==> src/rtl/exec_div_seq.sv <==
// Multi-cycle radix-2 restoring divider for DIV/DIVU/REM/REMU in the execute stage.
// One operation per accepted start; result held until the next accepted start.
module exec_div_seq #(
  parameter int XLEN  = 32,
  parameter int CNT_W = $clog2(XLEN) + 1
) (
  input  logic            clk,
  input  logic            rst_n,
  input  logic            start,
  input  logic            flush,
  input  logic            op_signed,
  input  logic            op_rem,
  input  logic [XLEN-1:0] a,
  input  logic [XLEN-1:0] b,
  output logic            busy,
  output logic            stall_req,
  output logic            done,
  output logic [XLEN-1:0] result
);

  typedef enum logic [2:0] {S_IDLE, S_PREP, S_CALC, S_FIX, S_DONE} state_t;

  localparam logic [XLEN-1:0] MIN_NEG = {1'b1, {(XLEN-1){1'b0}}};

  state_t            r_state;
  logic [CNT_W-1:0]  r_cnt;
  logic [XLEN-1:0]   r_a, r_b, r_quo, r_rem, r_div, r_result;
  logic              r_signed, r_op_rem, r_qneg, r_rneg, r_done;

  logic [XLEN-1:0]   w_abs_a, w_abs_b, w_quo_fix, w_rem_fix;
  logic [XLEN:0]     w_shift, w_diff;
  logic              w_borrow, w_ovf;

  assign w_abs_a   = (r_signed && r_a[XLEN-1]) ? -r_a : r_a;
  assign w_abs_b   = (r_signed && r_b[XLEN-1]) ? -r_b : r_b;
  assign w_ovf     = r_signed && (r_a == MIN_NEG) && (r_b == '1);

  // Partial remainder is always below the divisor, so XLEN+1 bits hold the
  // shifted value and the top bit of the difference is the borrow.
  assign w_shift   = {r_rem, r_quo[XLEN-1]};
  assign w_diff    = w_shift - {1'b0, r_div};
  assign w_borrow  = w_diff[XLEN];

  assign w_quo_fix = r_qneg ? -r_quo : r_quo;
  assign w_rem_fix = r_rneg ? -r_rem : r_rem;

  assign busy      = (r_state == S_PREP) || (r_state == S_CALC) || (r_state == S_FIX);
  assign stall_req = (start && ((r_state == S_IDLE) || (r_state == S_DONE)) && !flush) || busy;
  assign done      = r_done;
  assign result    = r_result;

  always_ff @(posedge clk or negedge rst_n) begin
    if (!rst_n) begin
      r_state  <= S_IDLE;
      r_cnt    <= '0;
      r_a      <= '0;
      r_b      <= '0;
      r_quo    <= '0;
      r_rem    <= '0;
      r_div    <= '0;
      r_result <= '0;
      r_signed <= 1'b0;
      r_op_rem <= 1'b0;
      r_qneg   <= 1'b0;
      r_rneg   <= 1'b0;
      r_done   <= 1'b0;
    end else begin
      r_done <= 1'b0;
      if (flush) begin
        r_state <= S_IDLE;
      end else begin
        case (r_state)
          S_IDLE, S_DONE: begin
            if (start) begin
              r_a      <= a;
              r_b      <= b;
              r_signed <= op_signed;
              r_op_rem <= op_rem;
              r_state  <= S_PREP;
            end else begin
              r_state  <= S_IDLE;
            end
          end
          S_PREP: begin
            if (r_b == '0) begin
              r_result <= r_op_rem ? r_a : '1;
              r_done   <= 1'b1;
              r_state  <= S_DONE;
            end else if (w_ovf) begin
              r_result <= r_op_rem ? '0 : r_a;
              r_done   <= 1'b1;
              r_state  <= S_DONE;
            end else begin
              r_quo   <= w_abs_a;
              r_div   <= w_abs_b;
              r_rem   <= '0;
              r_qneg  <= r_signed && (r_a[XLEN-1] ^ r_b[XLEN-1]);
              r_rneg  <= r_signed && r_a[XLEN-1];
              r_cnt   <= CNT_W'(XLEN);
              r_state <= S_CALC;
            end
          end
          S_CALC: begin
            r_rem <= w_borrow ? w_shift[XLEN-1:0] : w_diff[XLEN-1:0];
            r_quo <= {r_quo[XLEN-2:0], ~w_borrow};
            r_cnt <= r_cnt - CNT_W'(1);
            if (r_cnt == CNT_W'(1)) r_state <= S_FIX;
          end
          S_FIX: begin
            r_result <= r_op_rem ? w_rem_fix : w_quo_fix;
            r_done   <= 1'b1;
            r_state  <= S_DONE;
          end
          default: r_state <= S_IDLE;
        endcase
      end
    end
  end

endmodule

==> config.mk <==
export PLATFORM = sky130hd
export DESIGN_NAME = exec_div_seq
export DESIGN_NICKNAME = d
export VERILOG_FILES = /design/src/rtl/exec_div_seq.sv
export SDC_FILE = /design/constraint.sdc
export NUM_CORES = 1
export LEC_CHECK = 0
export ABC_AREA = 1
export ABC_CLOCK_PERIOD_IN_PS = 5300
export CORE_UTILIZATION = 63
export CTS_CLUSTER_DIAMETER = 120
export DETAILED_ROUTE_END_ITERATION = 10
export PLACE_DENSITY = 0.84
export SETUP_SLACK_MARGIN = 0.15
export SLEW_MARGIN = 10
export SYNTH_ARGS = -nofsm -noshare
export SYNTH_HDL_FRONTEND = slang
export SYNTH_SLANG_ARGS = --single-unit
==> constraint.sdc <==
create_clock -name clk -period 5.3 [get_ports clk]
set_input_delay 0.53 -clock clk [delete_from_list [all_inputs] [get_ports clk]]
set_output_delay 0.53 -clock clk [all_outputs]
set_load 0.005 [all_outputs]
### Yosys cells after proc, flatten, opt, wreduce, memory -nomap -nowiden

Index checks and enable logic that the tools add are counted.

| storage, ports and cells | value |
|---|---|
| register bits after elaboration | 206 |
| bits in latches | 0 |
| memory bits (writable) | 0 |
| memory bits (read-only) | 0 |
| input port bits | 70 |
| output and inout bits | 35 |
| memories | 0 |

| operators by class | value |
|---|---|
| $add $sub $neg | 6 |
| multiply operators | 0 |
| divide/modulo/power cells | 0 |
| magnitude comparators | 0 |
| eq/ne operators | 11 |
| shifts and indexed selects | 0 |
| muxes and demuxes | 30 |
| bitwise logic cells | 5 |
| reduce and logical (&&, ||, !) cells | 21 |

Operators by type and width:

| kind | count |
|---|---|
| two-way mux 32 bit | 14 |
| case mux 32 bit (2 select lines) | 3 |
| negation 32 bit | 4 |
| == test 32 bit (second input constant) | 2 |
| subtractor 33 x 32 -> 33 bit | 1 |
| zero test 32 bit | 1 |
| two-way mux 3 bit | 4 |
| two-way mux 6 bit | 2 |
| case mux 3 bit (4 select lines) | 1 |
| case mux 6 bit (2 select lines) | 1 |
| AND reduction 4 bit | 2 |
| logical AND 1 bit | 7 |
| == test 3 x 2 -> 1 bit (second input constant) | 2 |
| == test 6 x 1 -> 1 bit (second input constant) | 1 |
| != test 3 x 2 -> 1 bit (second input constant) | 2 |
| AND reduction 3 bit | 2 |
| subtractor 6 x 1 -> 6 bit (second input constant) | 1 |
| logical OR 1 bit | 4 |
| two-way mux 1 bit | 4 |
| != test 2 bit (second input constant) | 2 |
| inverter 1 bit | 4 |
| nonzero test 2 bit | 2 |
| == test 3 x 1 -> 1 bit (second input constant) | 1 |
| == test 3 bit (second input constant) | 1 |
| other kinds (5) | 5 |

### Depth between registers and ports, before layout

| logic depth | value |
|---|---|
| depth after elaboration | 7 |
| mapped depth | 18 |
| mapped depth without buffers | 17 |

### Worst setup path before layout

No wires, ideal clock.

| path | value |
|---|---|
| path kind | reg2reg |
| start point | register r_quo[31] |
| end point | register r_rem[16] |
| setup time | 0.118 ns |
| arrival | 2.089 ns |
| data required time | 5.182 ns |
| path slack | 3.093 ns |
| cell stages (with the launch flop) | 19 |
| path buffers | 1 |
| cell sequence | dfrtp_1 -> inv_1 -> ha_1 -> fa_1 -> inv_1 -> nand2_1 -> nand2_1 -> nand3_1 -> nand2_2 -> nand2_1 -> nand2_2 -> nand2_2 -> nand2_2 -> nand2_2 -> nand2_4 -> buf_2 -> nand2_1 -> nand3_1 -> nand2_1 |

| between the ends | value |
|---|---|
| longest elaborated chain between the ends | 3 |

Ends and longest elaborated chain:

| what | RTL line | RTL |
|---|---|---|
| start: declaration | 27 | `logic [XLEN-1:0] r_a, r_b, r_quo, r_rem, r_div, r_result;` |
| start signal: assignment | 94 | `r_quo <= w_abs_a;` |
| start signal: assignment | 105 | `r_quo <= {r_quo[XLEN-2:0], ~w_borrow};` |
| subtractor 33 x 32 -> 33 bit | 41 | `assign w_diff = w_shift - {1'b0, r_div};` |
| two-way mux 32 bit | 104 | `r_rem <= w_borrow ? w_shift[XLEN-1:0] : w_diff[XLEN-1:0];` |
| case mux 32 bit (2 select lines) | 72 | `case (r_state)` |
| end signal: assignment | 104 |  |
| end: declaration | 27 |  |

Every way passes these cells.
A chain may end at the register's enable or synchronous reset.

### Worst setup path after layout

| path | value |
|---|---|
| start point | register r_b[0] |
| end point | register r_rem[19] |

| between the ends | value |
|---|---|
| longest elaborated chain between the ends | 4 |
| elaborated cells between the ends (all ways) | 6 |
| those cells by class | eq/ne: 3; reduce/logical: 3 |

Ends and longest elaborated chain:

| what | RTL line | RTL |
|---|---|---|
| start: declaration | 27 |  |
| start signal: assignment | 57 | `r_b <= '0;` |
| start signal: assignment | 76 | `r_b <= b;` |
| == test 32 bit | 36 | `assign w_ovf = r_signed && (r_a == MIN_NEG) && (r_b == '1);` |
| logical AND 1 bit | 36 |  |
| != test 2 bit (no line) | - |  |
| AND reduction 4 bit (no line) (*) | - |  |

Every way passes the cells marked *; elsewhere a longest branch is shown, timed or not.

==> flow_summary.json <==
{
  "io_buffer_count": 104,
  "final_net_count": 2704,
  "drive_above_1_share_pct": 4.17,
  "cts-root-buf": "clkbuf_16",
  "power_density_mw_per_mm2": 505,
  "fin_tns_setup_ps": 0,
  "ys_types": 47,
  "synthTopCellsByArea": "dfrtp_1, nand2_1, nand3_1",
  "synth-seq-cells": 206,
  "die_area_sq_mm": 0.0259,
  "grt_overflow": 0,
  "relSlewSlack_pct": 28.5,
  "grt_pass1_vias": 16095,
  "final.fill_count": 1979,
  "power_w": 0.00905,
  "drt_iter0_drc": 2534,
  "hpwl_um": 37900,
  "hold_viol_final": 0,
  "rsz0062_at_grt": "no",
  "mostFrequentLayoutCell": "nand2_1",
  "die_w_um": 161,
  "synth.cell_area_sq_mm": 0.0159,
  "rr_startpoint": "r_b[0]$_DFFE_PN0P_",
  "startpoint": "r_b[0]$_DFFE_PN0P_",
  "vias": 17340,
  "start_util_pct": 64.9,
  "max-vdd-ir-drop_uv": 428,
  "wl_per_cell_um": 17.6,
  "ios": 105,
  "cts_setup_buffers": 0,
  "first_pass_iters": 6,
  "setup_ws_ps": 1410,
  "cp-start-kind": "register",
  "ff2ff_path_depth": 13,
  "chipHeight_um": 161,
  "synthCells": 2549,
  "dpl_cell_area_sq_mm": 0.0170,
  "worstSetupPathType": "register to register",
  "slew_viol_final": 0,
  "path_max_fanout": 61,
  "run_status": "complete, no violations",
  "cp.arrival_ps": 4340,
  "max_freq_ghz": 0.257,
  "hold_buffers": 1,
  "area_delta_synth_final_pct": 12.5,
  "power_leakage_nw": 9.37,
  "syn_nets": 2659,
  "finClkSkew_ps": 29.4,
  "ant_nets": 0,
  "ys_seq_area_share_pct": 32.4,
  "multi_input_area_sq_mm": 0.00913,
  "max_cap_viol_count": 0,
  "endpoint_kind": "register",
  "place.gp.congestion": 0.979,
  "final_cell_mix": "nand2_1, inv_1, nor2_1",
  "yosysWarnings": 0,
  "post_cts_resized": 0,
  "clkLatencyLatePin_ps": 540,
  "clk_pin_slew_worst_paths_ps": 60,
  "synth_top_area_share_pct": 32.4,
  "cts_made_buffers": 24,
  "critical_path_required_ps": 5750,
  "tritoncts": "built",
  "post-route-min-period_ps": 3890,
  "grtUsageTotal_pct": 40.6,
  "r2r_end": "r_rem[19]$_DFFE_PN0P_",
  "core-area_sq_mm": 0.0245,
  "htree_levels": 1,
  "cts.path.max_buffers": 3,
  "worstHoldPathType": "input pin to async pin",
  "yosys.area.top_type": "dfrtp_1",
  "antennaDiodeCount": 0,
  "hold_ws_ps": 477,
  "antenna_found_initial": 0,
  "drc": 0,
  "avgSynthCellArea_sq_um": 6.25,
  "cts_sinks": 206,
  "grt_start_max_net_pins": 168,
  "tightestPinTransition_ps": 1070,
  "ff_latch_area_sq_mm": 0.00515,
  "rows": 57,
  "rrSetupSlack_ps": 1410,
  "setup_viol": 0,
  "place_ws_ps": 1610,
  "post-route-period-util_pct": 73.4,
  "avgViaCountPerCell": 5.91,
  "grt_pass1_wl_um": 83400,
  "wl_um": 51700,
  "fin_area_sq_mm": 0.0179
}
[stage by stage]
stage                     std cells  utilization (%)
after CTS                      2935             73.0
after detailed placement       2891             69.3
after global placement         2891             69.3
after floorplan                2549                -
final                          2935             73.0
after global routing           2935             73.0
[state kept, by name, summed over array words and instances, names as in the netlist, 3 cells and up]
name / flops
r_b: 32
r_cnt: 6
result: 32
r_state: 3
r_a: 32
r_quo: 32
r_div: 32
r_rem: 32
[worst max path at each step]
stage,to,slack [ps],cells after the start
6_report,r_rem[19]$_DFFE_PN0P_,1410,13
5_1_grt,r_quo[14]$_DFFE_PN0P_,1130,12
4_1_cts,r_quo[14]$_DFFE_PN0P_,1560,12
3_5_place_dp,r_quo[14]$_DFFE_PN0P_,1610,12
3_3_place_gp,r_quo[16]$_DFFE_PN0P_,1770,12
2_1_floorplan,r_rem[16]$_DFFE_PN0P_,3090,18
[Yosys cell counts, drive strengths merged]
cell type and count:
a21boi 1, a21o 1, a21oi 109, a22oi 1, a41oi 1, and2 4, and3 2, buf 50
clkbuf 47, clkinv 1, dfrtp 206, fa 1, ha 39, inv 310, mux2 17, mux2i 1
nand2 842, nand3 278, nand3b 5, nand4 39, nor2 290, nor3 14, nor3b 1, nor4 1
o211ai 10, o21ai 202, o21bai 5, o22ai 12, o31ai 2, or2 5, xnor2 17, xor2 35
[report_power, final]
part	leakage (nW)	switching (W)	internal (W)
logic	6.39	0.00300	0.00146
clock network	0.438	0.000693	0.00120
registers	2.55	0.000586	0.00211
total	9.37	0.00428	0.00477
[worst max-delay path: stages, from the launching register on]
cell	delay, ps
dfrtp_1	400
inv_1	140
ha_1	220
nand3_1	170
nor2_1	160
nand2_1	130
nor2_4	110
buf_4	400
inv_2	130
nand3_4	420
nand2_4	430
inv_2	750
nand2_1	170
nand2_1	130
[layout make-up]
class                           count  share of cell area (%)
Clock inverter                     13                    1.29
Clock buffer                       30                    3.76
Tap cell                          324                    2.26
Inverter                          311                    6.52
Timing Repair Buffer              116                    6.42
Multi-Input combinational cell   1935                    51.0
Sequential cell                   206                    28.8
[per-layer routing]
| metal | global-route usage [%] | up-vias | share of wire, % |
|---|---|---|---|
| met5 | 0 | - | 0 |
| met4 | 14.1 | 0 | 3.7 |
| met3 | 12.3 | 158 | 13 |
| met2 | 60.5 | 1104 | 42 |
| met1 | 56.0 | 7844 | 42 |
| li1 | - | 8234 | - |
[kinds of logic (layout without fill, tap and decap cells)]
family / after synthesis / count (layout) / synth area share, %
AO/OA/AOI/OAI: 344 / 344 / 11.3
buffers and inverters: 408 / 470 / 10.4
AND/OR/NAND/NOR: 1481 / 1481 / 38.7
flip-flops: 206 / 206 / 32.4
XOR/XNOR: 52 / 52 / 2.86
adder cells (fa/ha/maj): 40 / 40 / 3.19
multiplexers: 18 / 18 / 1.26
Power figures use the tool's default switching activity.
